[src/rtl/ibex_data_bus_arbiter.sv]
// ibex_data_bus_arbiter: two-host round-robin arbiter for the data bus with an in-order response-owner FIFO.
// Define IBEX_DBA_FIXED_PRIO_EN to give host 0 (LSU) fixed priority instead of round-robin.
module ibex_data_bus_arbiter #(
  parameter int unsigned MemDataWidth   = 32,
  parameter int unsigned MaxOutstanding = 2
) (
  input  logic                    clk_i,
  input  logic                    rst_ni,
  input  logic                    h0_req_i,
  output logic                    h0_gnt_o,
  output logic                    h0_rvalid_o,
  output logic                    h0_err_o,
  input  logic [31:0]             h0_addr_i,
  input  logic                    h0_we_i,
  input  logic [3:0]              h0_be_i,
  input  logic [MemDataWidth-1:0] h0_wdata_i,
  output logic [MemDataWidth-1:0] h0_rdata_o,
  input  logic                    h1_req_i,
  output logic                    h1_gnt_o,
  output logic                    h1_rvalid_o,
  output logic                    h1_err_o,
  input  logic [31:0]             h1_addr_i,
  input  logic                    h1_we_i,
  input  logic [3:0]              h1_be_i,
  input  logic [MemDataWidth-1:0] h1_wdata_i,
  output logic [MemDataWidth-1:0] h1_rdata_o,
  output logic                    data_req_o,
  output logic [31:0]             data_addr_o,
  output logic                    data_we_o,
  output logic [3:0]              data_be_o,
  output logic [MemDataWidth-1:0] data_wdata_o,
  input  logic                    data_gnt_i,
  input  logic                    data_rvalid_i,
  input  logic                    data_err_i,
  input  logic [MemDataWidth-1:0] data_rdata_i,
  output logic                    resp_unexp_o,
  output logic                    busy_o
);
  localparam int unsigned PtrW = MaxOutstanding > 1 ? $clog2(MaxOutstanding) : 1;
  localparam int unsigned CntW = $clog2(MaxOutstanding + 1);
  logic                      lock_q, lock_owner_q, prio, sel, grant, pop, head, empty, full;
  logic [MaxOutstanding-1:0] owner_q;
  logic [PtrW-1:0]           rd_ptr_q, wr_ptr_q;
  logic [CntW-1:0]           cnt_q;
  function automatic logic [PtrW-1:0] ptr_inc(input logic [PtrW-1:0] p);
    return (p == PtrW'(MaxOutstanding - 1)) ? '0 : p + 1'b1;
  endfunction
`ifdef IBEX_DBA_FIXED_PRIO_EN
  assign prio = 1'b0;
`else
  logic prio_q;
  assign prio = prio_q;
`endif
  // A locked request keeps its owner; otherwise priority only matters under contention.
  assign sel          = lock_q ? lock_owner_q : (h0_req_i & h1_req_i) ? prio : h1_req_i;
  assign empty        = cnt_q == '0;
  assign full         = cnt_q == CntW'(MaxOutstanding);
  assign data_req_o   = rst_ni & (lock_q | ((h0_req_i | h1_req_i) & ~full));
  assign grant        = data_req_o & data_gnt_i;
  assign h0_gnt_o     = grant & ~sel;
  assign h1_gnt_o     = grant & sel;
  assign data_addr_o  = sel ? h1_addr_i : h0_addr_i;
  assign data_we_o    = sel ? h1_we_i : h0_we_i;
  assign data_be_o    = sel ? h1_be_i : h0_be_i;
  assign data_wdata_o = sel ? h1_wdata_i : h0_wdata_i;
  assign head         = owner_q[rd_ptr_q];
  assign pop          = data_rvalid_i & ~empty;
  assign resp_unexp_o = rst_ni & data_rvalid_i & empty;
  assign h0_rvalid_o  = pop & ~head;
  assign h1_rvalid_o  = pop & head;
  assign h0_err_o     = h0_rvalid_o & data_err_i;
  assign h1_err_o     = h1_rvalid_o & data_err_i;
  assign h0_rdata_o   = data_rdata_i;
  assign h1_rdata_o   = data_rdata_i;
  assign busy_o       = lock_q | ~empty;
  always_ff @(posedge clk_i or negedge rst_ni) begin
    if (!rst_ni) begin
      lock_q       <= 1'b0;
      lock_owner_q <= 1'b0;
      owner_q      <= '0;
      rd_ptr_q     <= '0;
      wr_ptr_q     <= '0;
      cnt_q        <= '0;
`ifndef IBEX_DBA_FIXED_PRIO_EN
      prio_q       <= 1'b0;
`endif
    end else begin
      if (grant) begin
        owner_q[wr_ptr_q] <= sel;
        wr_ptr_q          <= ptr_inc(wr_ptr_q);
      end
      if (pop) rd_ptr_q <= ptr_inc(rd_ptr_q);
      cnt_q  <= cnt_q + CntW'(grant) - CntW'(pop);
      lock_q <= data_req_o & ~data_gnt_i;
      if (data_req_o & ~data_gnt_i) lock_owner_q <= sel;
`ifndef IBEX_DBA_FIXED_PRIO_EN
      if (grant) prio_q <= ~sel;
`endif
    end
  end
endmodule

[config.mk]
export PLATFORM = sky130hd
export DESIGN_NAME = ibex_data_bus_arbiter
export DESIGN_NICKNAME = d
export VERILOG_FILES = /design/src/rtl/ibex_data_bus_arbiter.sv
export SDC_FILE = /design/constraint.sdc
export NUM_CORES = 1
export LEC_CHECK = 0
export ABC_CLOCK_PERIOD_IN_PS = 1870
export CORE_AREA = 2 2 125 127
export CTS_CLUSTER_SIZE = 16
export DETAILED_ROUTE_END_ITERATION = 12
export DIE_AREA = 0 0 127 129
export PLACE_DENSITY = 0.56
export SKIP_CTS_REPAIR_TIMING = 1
export SYNTH_ARGS = -nofsm -noshare
export SYNTH_HDL_FRONTEND = slang
export SYNTH_SLANG_ARGS = --single-unit
export TNS_END_PERCENT = 30
[constraint.sdc]
create_clock -name clk_i -period 1.87 [get_ports clk_i]
set_clock_uncertainty 0.1 [all_clocks]
set_input_delay 0.374 -clock clk_i [delete_from_list [all_inputs] [get_ports clk_i]]
set_output_delay 0.374 -clock clk_i [all_outputs]
set_load 0.01 [all_outputs]
==> results.yml <==
worst_setup_path:
  reg2reg_depth: 10
  crit_required_ps: 1400
  cp-start-kind: "register"
  path_class: "reg -> out"
  crit_chain: "o21ai_2 > o21ai_4 > buf_12 > clkbuf_16 > buf_4 > mux2_4 > clkbuf_2"
  critical_path_arrival_ps: 1750
  slowest_stage: "dfrtp_1"
  r2r_setup_slack_ps: -60
  crit-reg2reg-launch: "cnt_q[0]"
  cp-end-kind: "output pin"
  path_max_fanout: 3
  crit_path_end: "data_addr_o[11]"
  reg2reg_to: "cnt_q[1]"
  critPathMaxStageDelay_ps: 390
  startpoint: "prio"
logic_synthesis:
  synthesis.nets: 368
  ys_types: 26
  synth_seq_cells: 9
  ys_seq_area_share_pct: 11.0
  synth_compound_area_share_pct: 2.50
  synth-simple-area-share_pct: 5.30
  syn_area_um2: 2060
  synth.area.mux_share_pct: 48.5
  synth_top_family_by_area: "multiplexers"
  synth_area_per_cell_um2: 10.9
  yosys.area_share.adder_pct: 1.22
  synthCells: 189
  yosys_warnings: 0
  synth_xor_xnor_area_share_pct: 1.70
cells_and_area:
  fin_nets: 555
  area_delta_synth_final_pct: 101
  design_area_um2: 4130
  diodes: 0
  stdcell_count: 563
  fill_cells: 1587
  drive_gt1_share_pct: 50.4
die:
  die_x_um: 127
  core_area_um2: 15000
  initial_core_util_pct: 13.7
  ios: 319
  die_area_um2: 16400
  die_y_um: 129
  row_count: 45
clock_tree:
  clock_sinks: 9
  clk_path_buf_depth: 2
  cts_tree: "built"
  path_clk_slew_ps: 40
  clkLatencyLatePin_ps: 240
  root_buffer: "clkbuf_16"
  htree_levels: 1
  numCtsBuffers: 3
drt:
  dr.first_iter.drc_count: 30
  ant_nets: 0
  vias_per_cell: 3.71
  wirelength_um: 8420
  firstDrtPassIters: 4
  drc_errors: 0
  routedWlPerCell_um: 15.0
  num_vias: 2087
min_path:
  hold_class: "in -> async"
global_routing:
  grt_max_degree: 41
  overflow: 0
  antenna_found_initial: 0
  grtUsageTotal_pct: 8.10
  grt_pass1_wl_um: 10700
  first_global_vias: 2108
placed_design:
  io_buffer_count: 222
  place_congestion: 0.714
  place_area_um2: 4080
  hpwlAfterDp_um: 6500
  place_inst: 544
power:
  powerDensity_nw_per_um2: 783
  leakage_uw: 0.00197
  ir_drop_v: 0.000545
run_status:
  status: "finished, violations left"
  violations: "setup timing"
sta:
  fin_ws_ps: -354
  tightest_slew_ps: 256
  finalHoldViolCount: 0
  final_max_slew_viol_count: 0
  holdWs_ps: 382
  grt_setup_unrepaired: "true"
  post-route-min-period_ps: 2220
  setup_viol: 73
  fin_crit_sh_pct: 119
  relSlewSlack_pct: 82.9
  timing.fmax_mhz: 450
run:
  cap_viol_max_count: 0
-- layout make-up --
class | count | area [µm²] | share of cell area [%]
clock buffer | 3 | 75.1 | 1.82
sequential | 9 | 225 | 5.45
clock inverter | 1 | 5.00 | 0.121
inverter | 4 | 15.0 | 0.363
timing repair buffer | 254 | 2300 | 55.6
tap | 188 | 235 | 5.69
multi-input combinational | 104 | 1280 | 31.0
-- cell usage after synthesis --
cell / n / area, µm²
o31ai_1: 1 / 7.51
or2_4: 1 / 8.76
nor3_1: 3 / 15.0
buf_6: 2 / 22.5
buf_12: 4 / 80.1
mux2i_1: 1 / 10.0
o21ai_0: 2 / 10.0
ha_1: 2 / 25.0
o21ai_2: 2 / 17.5
and2_1: 2 / 12.5
dfrtp_1: 9 / 225
a21oi_4: 1 / 16.3
inv_1: 4 / 15.0
xnor2_1: 3 / 26.3
mux2_2: 25 / 282
nor3b_1: 1 / 7.51
nor2_1: 3 / 11.3
xor2_1: 1 / 8.76
nor3b_2: 1 / 12.5
buf_4: 66 / 495
and2b_1: 1 / 7.51
and3_1: 1 / 6.26
nand2_1: 4 / 15.0
nand2b_1: 1 / 6.26
or3_1: 1 / 6.26
mux2_4: 47 / 706
-- worst min-delay path by stage --
stage	from	end	slack, ps	cells past startpoint
global route	rst_ni	owner_q[0]	390	2
finish	rst_ni	owner_q[0]	380	2
global placement	wr_ptr_q	wr_ptr_q	380	1
CTS	rst_ni	cnt_q[0]	380	2
floorplan	rst_ni	cnt_q[0]	-20	0
detailed placement	owner_q[1]	owner_q[1]	390	1
-- registers in the layout, summed over array words and instances (netlist names) --
| signal | count |
|---|---|
| prio | 1 |
| cnt_q | 2 |
| wr_ptr_q | 1 |
| lock_owner_q | 1 |
| rd_ptr_q | 1 |
| lock_q | 1 |
| owner_q | 2 |
-- where the power goes --
part / total, µW / leakage, µW / switching (µW) / internal (µW)
Combinational: 2490 / 0.00182 / 944 / 1550
Clock: 380 / 0.0000409 / 98.1 / 282
Sequential: 363 / 0.000110 / 74.9 / 288
-- layer usage --
| layer | track usage, % | wire, µm | share of wire, % | up-vias |
|---|---|---|---|---|
| li1 | - | - | - | 957 |
| met1 | 9.07 | 3280 | 39 | 948 |
| met2 | 14.8 | 4040 | 48 | 171 |
| met3 | 3.33 | 1030 | 12 | 11 |
| met4 | 1.03 | 63 | 0.75 | 0 |
| met5 | 0 | 0 | 0 | - |
-- worst max-delay path: cells and delay by family (launching register included) --
kind	cells	cell delay [ps]
buffers and inverters	4	580
DFF	1	390
muxes	1	300
AOI/OAI and AO/OA	2	250
-- placed cells by master (no fill, tap or decap), types with 4 or more instances in the layout --
master,n
clkdlybuf4s50_1,142
clkbuf_2,67
mux2_4,58
buf_4,20
mux2_2,14
dfrtp_1,9
dlymetal6s2s_1,8
buf_6,7
clkbuf_16,6
nand2_1,4
-- metrics by stage --
step	TNS (ps)	utilization [%]	worst slack [ps]	total power [µW]
floorplan	0	-	96.7	1740
detailed placement	-65320	27.2	-910	2760
CTS	-65020	27.7	-919	3160
global placement	-64800	27.2	-914	2720
global route	-26640	27.6	-417	3430
finish	-21160	27.6	-354	3240
-- logic make-up after synthesis --
| kind of cell | Yosys count |
|---|---|
| buffers and inverters | 76 |
| adder cells (fa/ha/maj) | 2 |
| flip-flops | 9 |
| XOR/XNOR | 4 |
| AND/OR/NAND/NOR | 19 |
| AO/OA/AOI/OAI | 6 |
| multiplexers | 73 |
Note: power is estimated with default switching activity, not from simulation.
